## src/rtl/player_health_pkg.sv

```systemverilog
// Shared health types and blood capacities for the player health block and the HUD.
// The clamp helper keeps blood within the current capacity after an addition.
package player_health_pkg;

  typedef enum logic [1:0] {
    ALIVE  = 2'd0,
    INVULN = 2'd1,
    DEAD   = 2'd2
  } health_state_t;

  localparam int FULL_NOGOD = 50;
  localparam int FULL_GOD   = 300;

  function automatic logic [9:0] clamp_blood(input logic [10:0] value,
                                             input logic [9:0]  limit);
    return (value > {1'b0, limit}) ? limit : value[9:0];
  endfunction

endpackage

```

## src/rtl/frame_edge_det.sv

```systemverilog
// Turns the vsync frame clock into a one-cycle frame_tick pulse in the system clock domain.
// The tick is registered, so it appears the cycle after frame_clk is first sampled high.
module frame_edge_det (
  input  logic clk,
  input  logic rst,
  input  logic frame_clk,
  output logic frame_tick
);

  logic frame_prev;

  always_ff @(posedge clk or posedge rst) begin
    if (rst) begin
      frame_prev <= 1'b0;
      frame_tick <= 1'b0;
    end else begin
      frame_prev <= frame_clk;
      frame_tick <= frame_clk & ~frame_prev;
    end
  end

endmodule

```

## src/rtl/player_health.sv

```systemverilog
// Player blood tracker: damage, healing, frame-paced regeneration, hit immunity,
// god-mode capacity switching and death. Exactly one blood update is applied per cycle.
module player_health
  import player_health_pkg::*;
#(
  parameter int FULL_NOGOD    = player_health_pkg::FULL_NOGOD,
  parameter int FULL_GOD      = player_health_pkg::FULL_GOD,
  parameter int REGEN_FRAMES  = 60,
  parameter int INVULN_FRAMES = 30
) (
  input  logic       Clk,
  input  logic       Reset,
  input  logic       frame_clk,
  input  logic       Restart,
  input  logic       Godmode_On,
  input  logic       Hit,
  input  logic [7:0] Hit_Damage,
  input  logic       Heal,
  input  logic [7:0] Heal_Amount,
  output logic [9:0] Player_Blood,
  output logic       Player_Dead,
  output logic       Invuln
);

  localparam int RW = $clog2(REGEN_FRAMES + 1);
  localparam int IW = $clog2(INVULN_FRAMES + 1);
  localparam logic [9:0] MAX_NOGOD = 10'(FULL_NOGOD);
  localparam logic [9:0] MAX_GOD   = 10'(FULL_GOD);

  logic          frame_tick;
  health_state_t state, state_next;
  logic [9:0]    blood, blood_next, cur_max;
  logic [RW-1:0] regen_cnt, regen_cnt_next;
  logic [IW-1:0] inv_cnt, inv_cnt_next;
  logic          god_prev, god_rise, god_fall, hit_ok, regen_wrap;
  logic [10:0]   heal_sum, regen_sum;

  frame_edge_det u_frame_edge (
    .clk       (Clk),
    .rst       (Reset),
    .frame_clk (frame_clk),
    .frame_tick(frame_tick)
  );

  // Timers advance independently of which blood update wins; the priority chain
  // below then picks the single blood/state update for this cycle.
  always_comb begin
    cur_max        = Godmode_On ? MAX_GOD : MAX_NOGOD;
    god_rise       = Godmode_On & ~god_prev;
    god_fall       = ~Godmode_On & god_prev;
    hit_ok         = Hit && (state == ALIVE) && !Restart && !god_rise && !god_fall;
    heal_sum       = {1'b0, blood} + {3'b000, Heal_Amount};
    regen_sum      = {1'b0, blood} + 11'd1;
    state_next     = state;
    blood_next     = blood;
    inv_cnt_next   = inv_cnt;
    regen_cnt_next = regen_cnt;
    regen_wrap     = 1'b0;

    if (state == INVULN && frame_tick) begin
      if (inv_cnt == IW'(INVULN_FRAMES - 1)) begin
        state_next   = ALIVE;
        inv_cnt_next = '0;
      end else begin
        inv_cnt_next = inv_cnt + 1'b1;
      end
    end

    if (state != DEAD && frame_tick) begin
      if (regen_cnt == RW'(REGEN_FRAMES - 1)) begin
        regen_cnt_next = '0;
        regen_wrap     = 1'b1;
      end else begin
        regen_cnt_next = regen_cnt + 1'b1;
      end
    end

    if (Restart) begin
      blood_next     = cur_max;
      state_next     = ALIVE;
      inv_cnt_next   = '0;
      regen_cnt_next = '0;
    end else if (god_rise) begin
      blood_next = MAX_GOD;
      if (state == DEAD) state_next = ALIVE;
    end else if (god_fall) begin
      blood_next = (blood > MAX_NOGOD) ? MAX_NOGOD : blood;
    end else if (hit_ok) begin
      regen_cnt_next = '0;
      inv_cnt_next   = '0;
      if ({2'b00, Hit_Damage} < blood) begin
        blood_next = blood - {2'b00, Hit_Damage};
        state_next = INVULN;
      end else if (Godmode_On) begin
        blood_next = 10'd1;
        state_next = INVULN;
      end else begin
        blood_next = 10'd0;
        state_next = DEAD;
      end
    end else if (Heal && state != DEAD) begin
      blood_next = clamp_blood(heal_sum, cur_max);
    end else if (regen_wrap) begin
      blood_next = clamp_blood(regen_sum, cur_max);
    end
  end

  always_ff @(posedge Clk or posedge Reset) begin
    if (Reset) begin
      state     <= ALIVE;
      blood     <= MAX_NOGOD;
      regen_cnt <= '0;
      inv_cnt   <= '0;
      god_prev  <= 1'b0;
    end else begin
      state     <= state_next;
      blood     <= blood_next;
      regen_cnt <= regen_cnt_next;
      inv_cnt   <= inv_cnt_next;
      god_prev  <= Godmode_On;
    end
  end

  assign Player_Blood = blood;
  assign Player_Dead  = (state == DEAD);
  assign Invuln       = (state == INVULN);

endmodule

```

## config.mk

```make
export PLATFORM = sky130hd
export DESIGN_NAME = player_health
export DESIGN_NICKNAME = d
export VERILOG_FILES = /design/src/rtl/player_health_pkg.sv /design/src/rtl/frame_edge_det.sv /design/src/rtl/player_health.sv
export SDC_FILE = /design/constraint.sdc
export NUM_CORES = 1
export LEC_CHECK = 0
export ABC_AREA = 1
export ABC_CLOCK_PERIOD_IN_PS = 3900
export BUFFER_PORTS_ARGS = -buffer_cell sky130_fd_sc_hd__buf_2
export CORE_ASPECT_RATIO = 0.5
export CORE_MARGIN = 10
export CORE_UTILIZATION = 55
export DETAILED_ROUTE_END_ITERATION = 10
export GPL_TIMING_DRIVEN = 0
export PLACE_DENSITY = 0.76
export SYNTH_ARGS = -nofsm -noshare
export SYNTH_HDL_FRONTEND = slang
export SYNTH_SLANG_ARGS = --single-unit
export TNS_END_PERCENT = 5
```

## constraint.sdc

```tcl
create_clock -name Clk -period 3.9 [get_ports Clk]
set_clock_uncertainty 0.2 [all_clocks]
set_input_delay 0.975 -clock Clk [delete_from_list [all_inputs] [get_ports Clk]]
set_output_delay 0.975 -clock Clk [all_outputs]
set_load 0.02 [all_outputs]
```

## After elaboration in Yosys (flattened, before gate mapping)

Cells that the tools add are included.

| word-level totals | value |
|---|---|
| bits in registers | 26 |

| cells by class | value |
|---|---|
| reduce and logical (&&, ||, !) cells | 13 |
| $lt $le $gt $ge | 4 |
| add/sub/neg operators | 5 |
| bitwise logic cells | 6 |
| equal/unequal tests | 6 |
| muxes and demuxes | 35 |

Operator list:

| kind | count |
|---|---|
| 10-bit two-way mux | 10 |
| 6-bit two-way mux | 6 |
| 5-bit two-way mux | 6 |
| 11-bit by 9-bit greater-than comparator with 1-bit output | 2 |
| 2-bit two-way mux | 9 |
| 10-bit by 1-bit adder with 11-bit output (second input constant) | 1 |
| 10-bit by 8-bit adder with 11-bit output | 1 |
| 10-bit by 6-bit greater-than comparator with 1-bit output (second input constant) | 1 |
| 8-bit by 10-bit less-than comparator with 1-bit output | 1 |
| 10-bit by 8-bit subtractor with 10-bit output | 1 |
| 9-bit two-way mux | 1 |
| 1-bit logical AND | 7 |
| 6-bit by 1-bit adder with 6-bit output (second input constant) | 1 |
| 6-bit equality test (second input constant) | 1 |
| 6-bit nonzero test | 1 |
| 5-bit by 1-bit adder with 5-bit output (second input constant) | 1 |
| 5-bit equality test (second input constant) | 1 |
| 4-bit by 3-bit != test with 1-bit output (second input constant) | 1 |
| 1-bit bitwise AND | 3 |
| 1-bit zero test | 3 |
| 1-bit two-way mux | 3 |
| 1-bit inverter | 3 |
| 2-bit by 1-bit equality test with 1-bit output (second input constant) | 1 |
| 2-bit equality test (second input constant) | 1 |
| 3 further kinds | 3 |

## Longest topological paths before layout

| depth | value |
|---|---|
| depth in word-level cells | 9 |
| mapped depth | 25 |
| mapped depth without buffers | 24 |

## By module

Synthesis repeated with hierarchy kept, for this count alone.

| unflattened totals | value |
|---|---|
| cell total of the unflattened synthesis | 460 |
| area total of the unflattened synthesis | 3057.9 sq um |

Modules (own cells, without submodules):

| module | area an instance (sq um) | cells each | instances |
|---|---|---|---|
| player_health | 2994.1 | 455 | 1 |
| frame_edge_det | 63.8 | 5 | 1 |

## Worst setup path before layout

Ideal clock, no wire load.

| timing | value |
|---|---|
| kind | input port to flip-flop |
| start | input Heal_Amount[0] |
| end | register blood[3] (netlist: Player_Blood[3]) |
| arrival time | 3201 ps |
| data required time | 3583 ps |
| setup slack | 382 ps |
| buffers on the path | 0 |
| setup time | 117 ps |
| stages on the path | 23 |
| cell sequence | ha_1 > inv_1 > fa_1 > inv_1 > nand3_1 > nand3_1 > nand2_1 > nand2_1 > xor2_1 > ha_1 > nand4_1 > nor2_1 > nand3_1 > nor2_2 > nand3_2 > nand2_4 > nand2_1 > nand3_1 > nand3_1 > nand2_1 > nand2_1 > nand2_1 > nand2_1 |

| between the ends | value |
|---|---|
| longest elaborated chain between the ends | 8 |

Ends and longest elaborated chain:

| item | line | text |
|---|---|---|
| start: declaration | player_health.sv:19 | `input logic [7:0] Heal_Amount,` |
| 10-bit by 8-bit adder with 11-bit output * | player_health.sv:52 | `heal_sum = {1'b0, blood} + {3'b000, Heal_Amount};` |
| 11-bit by 9-bit greater-than comparator with 1-bit output | player_health_pkg.sv:16 | `return (value > {1'b0, limit}) ? limit : value[9:0];` |
| 10-bit two-way mux * | player_health_pkg.sv:16 |  |
| 10-bit two-way mux * | player_health.sv:101 | `end else if (Heal && state != DEAD) begin` |
| 10-bit two-way mux * | player_health.sv:88 | `end else if (hit_ok) begin` |
| 10-bit two-way mux * | player_health.sv:86 | `end else if (god_fall) begin` |
| 10-bit two-way mux * | player_health.sv:83 | `end else if (god_rise) begin` |
| 10-bit two-way mux * | player_health.sv:78 | `if (Restart) begin` |
| end signal: assignment | player_health.sv:117 | `blood <= blood_next;` |
| end: declaration | player_health.sv:32 | `logic [9:0] blood, blood_next, cur_max;` |

Every way passes the cells marked *; elsewhere a longest branch is shown, timed or not.
A chain may end at the register's enable or synchronous reset.

## Final worst setup path

Same ends and word-level chain as after synthesis.

==> metrics.md <==
| Metric | Value |
|---|---|
| Antenna violations before repair | `0` |
| Total track usage | `0.171` |
| Via-per-instance ratio | `5.40` |
| Leading cell types in the layout, fill and taps excluded | `nand2_1, inv_1, nand3_1` |
| Final-report hold violation count | `0` |
| Arr. time, crit path | `3680 ps` |
| Worst R2R End | `Player_Blood[3]` |
| Worst hold-check path type | `reg2reg` |
| Crit Path Category | `in2reg` |
| Fill cell count | `535` |
| Most frequent cell on the critical path | `nand2_1` |
| Syn_area_per_cell | `6.54 µm²` |
| Critical path's slowest cell | `fa_1` |
| Routability cong. | `0.997` |
| Crit-path cells | `buf_2, ha_2, inv_1, fa_1, inv_1, nand3_1, nand3_2, nand2_1, nand2_2, xor2_1, ha_1, nand4_1, nor2_1, nand3_1, nor2_2, nand3_2, nand2_4, nand2_1, nand3_1, nand3_2, nand2_1, nand2_1, nand2_1, nand2_1` |
| Row count | `19` |
| Peak supply drop | `289 µV` |
| R2R setup slack | `320 ps` |
| Core area | `0.00544 mm²` |
| WP data required | `3870 ps` |
| Worst-skew pair later-pin latency | `270 ps` |
| Yosys cell types | `45` |
| CP Launch Type | `input port` |
| Total CTS buffers | `3` |
| DR vias | `3137` |
| Slew margin rel. | `0.338` |
| WL final | `7.88 mm` |
| FF+latch count, synth | `26` |
| Max Root-Sink Buffers | `2` |
| Post-synth ARST share | `1.00` |
| Cell area power density | `384 mW/mm²` |
| Critical path endpoint category | `flip-flop` |
| P&R area growth vs syn | `11.8%` |
| PortBufs | `34` |
| Most common library cell in the layout ignoring fill and taps | `nand2_1` |
| Ant. Diodes | `0` |
| Post-synth EDFFs | `0` |
| Total grt overflow | `0` |
| Cells after synthesis | `469` |
| Antenna Nets Post-Route | `0` |
| Delay-heaviest family, CP | `simple AND/OR/NAND/NOR gates` |
| Sink Count | `26` |
| Min Tclk post-route | `3710 ps` |
| Die height | `72.8 µm` |
| Status | `finished clean` |
| Final period util | `0.952` |
| Max incr delay on CP | `400 ps` |
| Initial core utilization | `0.563` |
| Setup crit end | `Player_Blood[3]` |
| Synthesized cell area | `0.00307 mm²` |
| Final slew viol count | `0` |
| Final Setup Violations | `0` |
| Critical path buffers and inverters | `3` |
| IO Pins | `35` |
| Worst-path fanout max | `7` |
| CTS tree | `yes` |
| CTS Root Cell | `clkbuf_8` |
| Die area | `0.00914 mm²` |
| H-Tree Level Count | `1` |
| Drt drc | `0` |
| Fmax achieved | `269 MHz` |
| Leak Pwr | `1.87 nW` |
| Largest net degree at the start of global routing | `27` |
| Worst r2r src | `Player_Blood[1]` |
| Fraction of layout cells with a size suffix above 1 | `0.163` |
| Dominant synthesized flop cell | `dfrtp_1` |
| Min Hold Slack | `208 ps` |
| Final nets | `565` |
| Initial drt markers | `312` |
| Die X-Extent | `126 µm` |
| Power, Total | `0.00132 W` |
| # Max-Cap Violations | `0` |
| Sequential area share after synthesis | `0.213` |
| Syn. warnings | `0` |
| Final setup TNS | `0 ps` |
| WL/cell | `13.6 µm` |
| Detailed Place HPWL | `6.38 mm` |
| Drt pass-1 iters | `6` |
| Crit path depth | `24` |
| Vias in the first global route | `2874` |
| Slew of the pin with the lowest slew margin | `991 ps` |
| Syn nets | `525` |
| Clk pin slew, worst setup/hold paths | `90 ps` |
| Crit path from | `Heal_Amount[0]` |
| First-pass GRT wire length | `13.3 mm` |
| FF-to-FF path depth | `22` |
-- worst min-delay path by stage --
stage / startpoint / to / slack, ps / cells past startpoint
after floorplan: u_frame_edge.frame_prev / u_frame_edge.frame_tick / 180 / 1
after global placement: u_frame_edge.frame_prev / u_frame_edge.frame_tick / 180 / 1
after detailed placement: u_frame_edge.frame_prev / u_frame_edge.frame_tick / 200 / 1
after CTS: u_frame_edge.frame_prev / u_frame_edge.frame_tick / 210 / 1
after global routing: u_frame_edge.frame_prev / u_frame_edge.frame_tick / 230 / 1
final: u_frame_edge.frame_prev / u_frame_edge.frame_tick / 210 / 1
-- worst register-to-register path, cell delays in order (launching register included) --
cell,delay (ps)
dfstp_2,690
inv_1,160
fa_1,450
inv_1,110
nand3_1,100
nand3_2,110
nand2_1,70
nand2_2,80
xor2_1,90
ha_1,300
nand4_1,80
nor2_1,100
nand3_1,100
nor2_2,120
nand3_2,110
nand2_4,120
nand2_1,60
nand3_1,80
nand3_2,90
nand2_1,70
nand2_1,50
nand2_1,60
nand2_1,50
-- area by class of cell --
cell class,count,area [µm²],area share
buffer,4,23.8,0.00693
clock buffer,3,41.3,0.0120
clock inverter,1,30.0,0.00876
inverter,85,325,0.0949
multi-input combinational,354,2080,0.608
sequential,26,654,0.191
tap,73,91.3,0.0266
timing repair buffer,35,178,0.0518
-- report_power, final --
part | switching, W | total, W | internal [W] | leakage [nW]
clock | 0.0000881 | 0.000226 | 0.000137 | 0.0357
sequential | 0.0000447 | 0.000340 | 0.000295 | 0.337
combinational | 0.000475 | 0.000752 | 0.000277 | 1.50
-- registers in the layout (all words and copies together), names as in the netlist --
name / count
inv_cnt: 5
god_prev: 1
u_frame_edge.frame_prev: 1
u_frame_edge.frame_tick: 1
regen_cnt: 6
Player_Blood: 10
state: 2
-- through the flow --
| stage | instance area, µm² | std cells | utilization | worst slack, ps |
|---|---|---|---|---|
| 6_report | 3430 | 581 | 0.630 | 187 |
| 3_3_place_gp | 3330 | 576 | 0.611 | -123 |
| 2_1_floorplan | 3070 | 469 | - | 382 |
| 5_1_grt | 3430 | 581 | 0.630 | -29.7 |
| 4_1_cts | 3400 | 580 | 0.624 | 151 |
| 3_5_place_dp | 3330 | 576 | 0.611 | -133 |
-- cells by family (layout without fill, tap and decap cells) --
group                    after synthesis  after routing  synth area share
AO/OA/AOI/OAI                         60             60             0.120
buffers and inverters                 89            128             0.114
XOR/XNOR                              17             17            0.0486
adder cells (fa/ha/maj)               33             33             0.140
AND/OR/NAND/NOR                      244            244             0.364
flip-flops                            26             26             0.213
-- cells in the mapped netlist (5+ instances only) --
cell	n	area share
nand4_1	8	0.016
nand3_1	42	0.069
xor2_1	11	0.031
dfrtp_1	23	0.19
xnor2_1	6	0.017
inv_1	78	0.096
a21oi_1	24	0.039
nand2_1	118	0.14
nor2_2	5	0.010
ha_1	31	0.13
nor3_1	5	0.0082
nand2_2	6	0.012
o21ai_0	16	0.026
nor2_1	39	0.048
-- metal layers --
layer,share of wire,GRT usage
met4,0.0096,0.0279
met2,0.45,0.277
met1,0.47,0.237
met3,0.069,0.0283
met5,0,0
-- repair_timing --
action,CTS,global route
setup endpoints to repair,0,5
setup buffers,0,1
hold buffers,0,0
resized for setup,0,5
endpoints found under the hold margin,0,0
(Power assumes the default switching activity.)
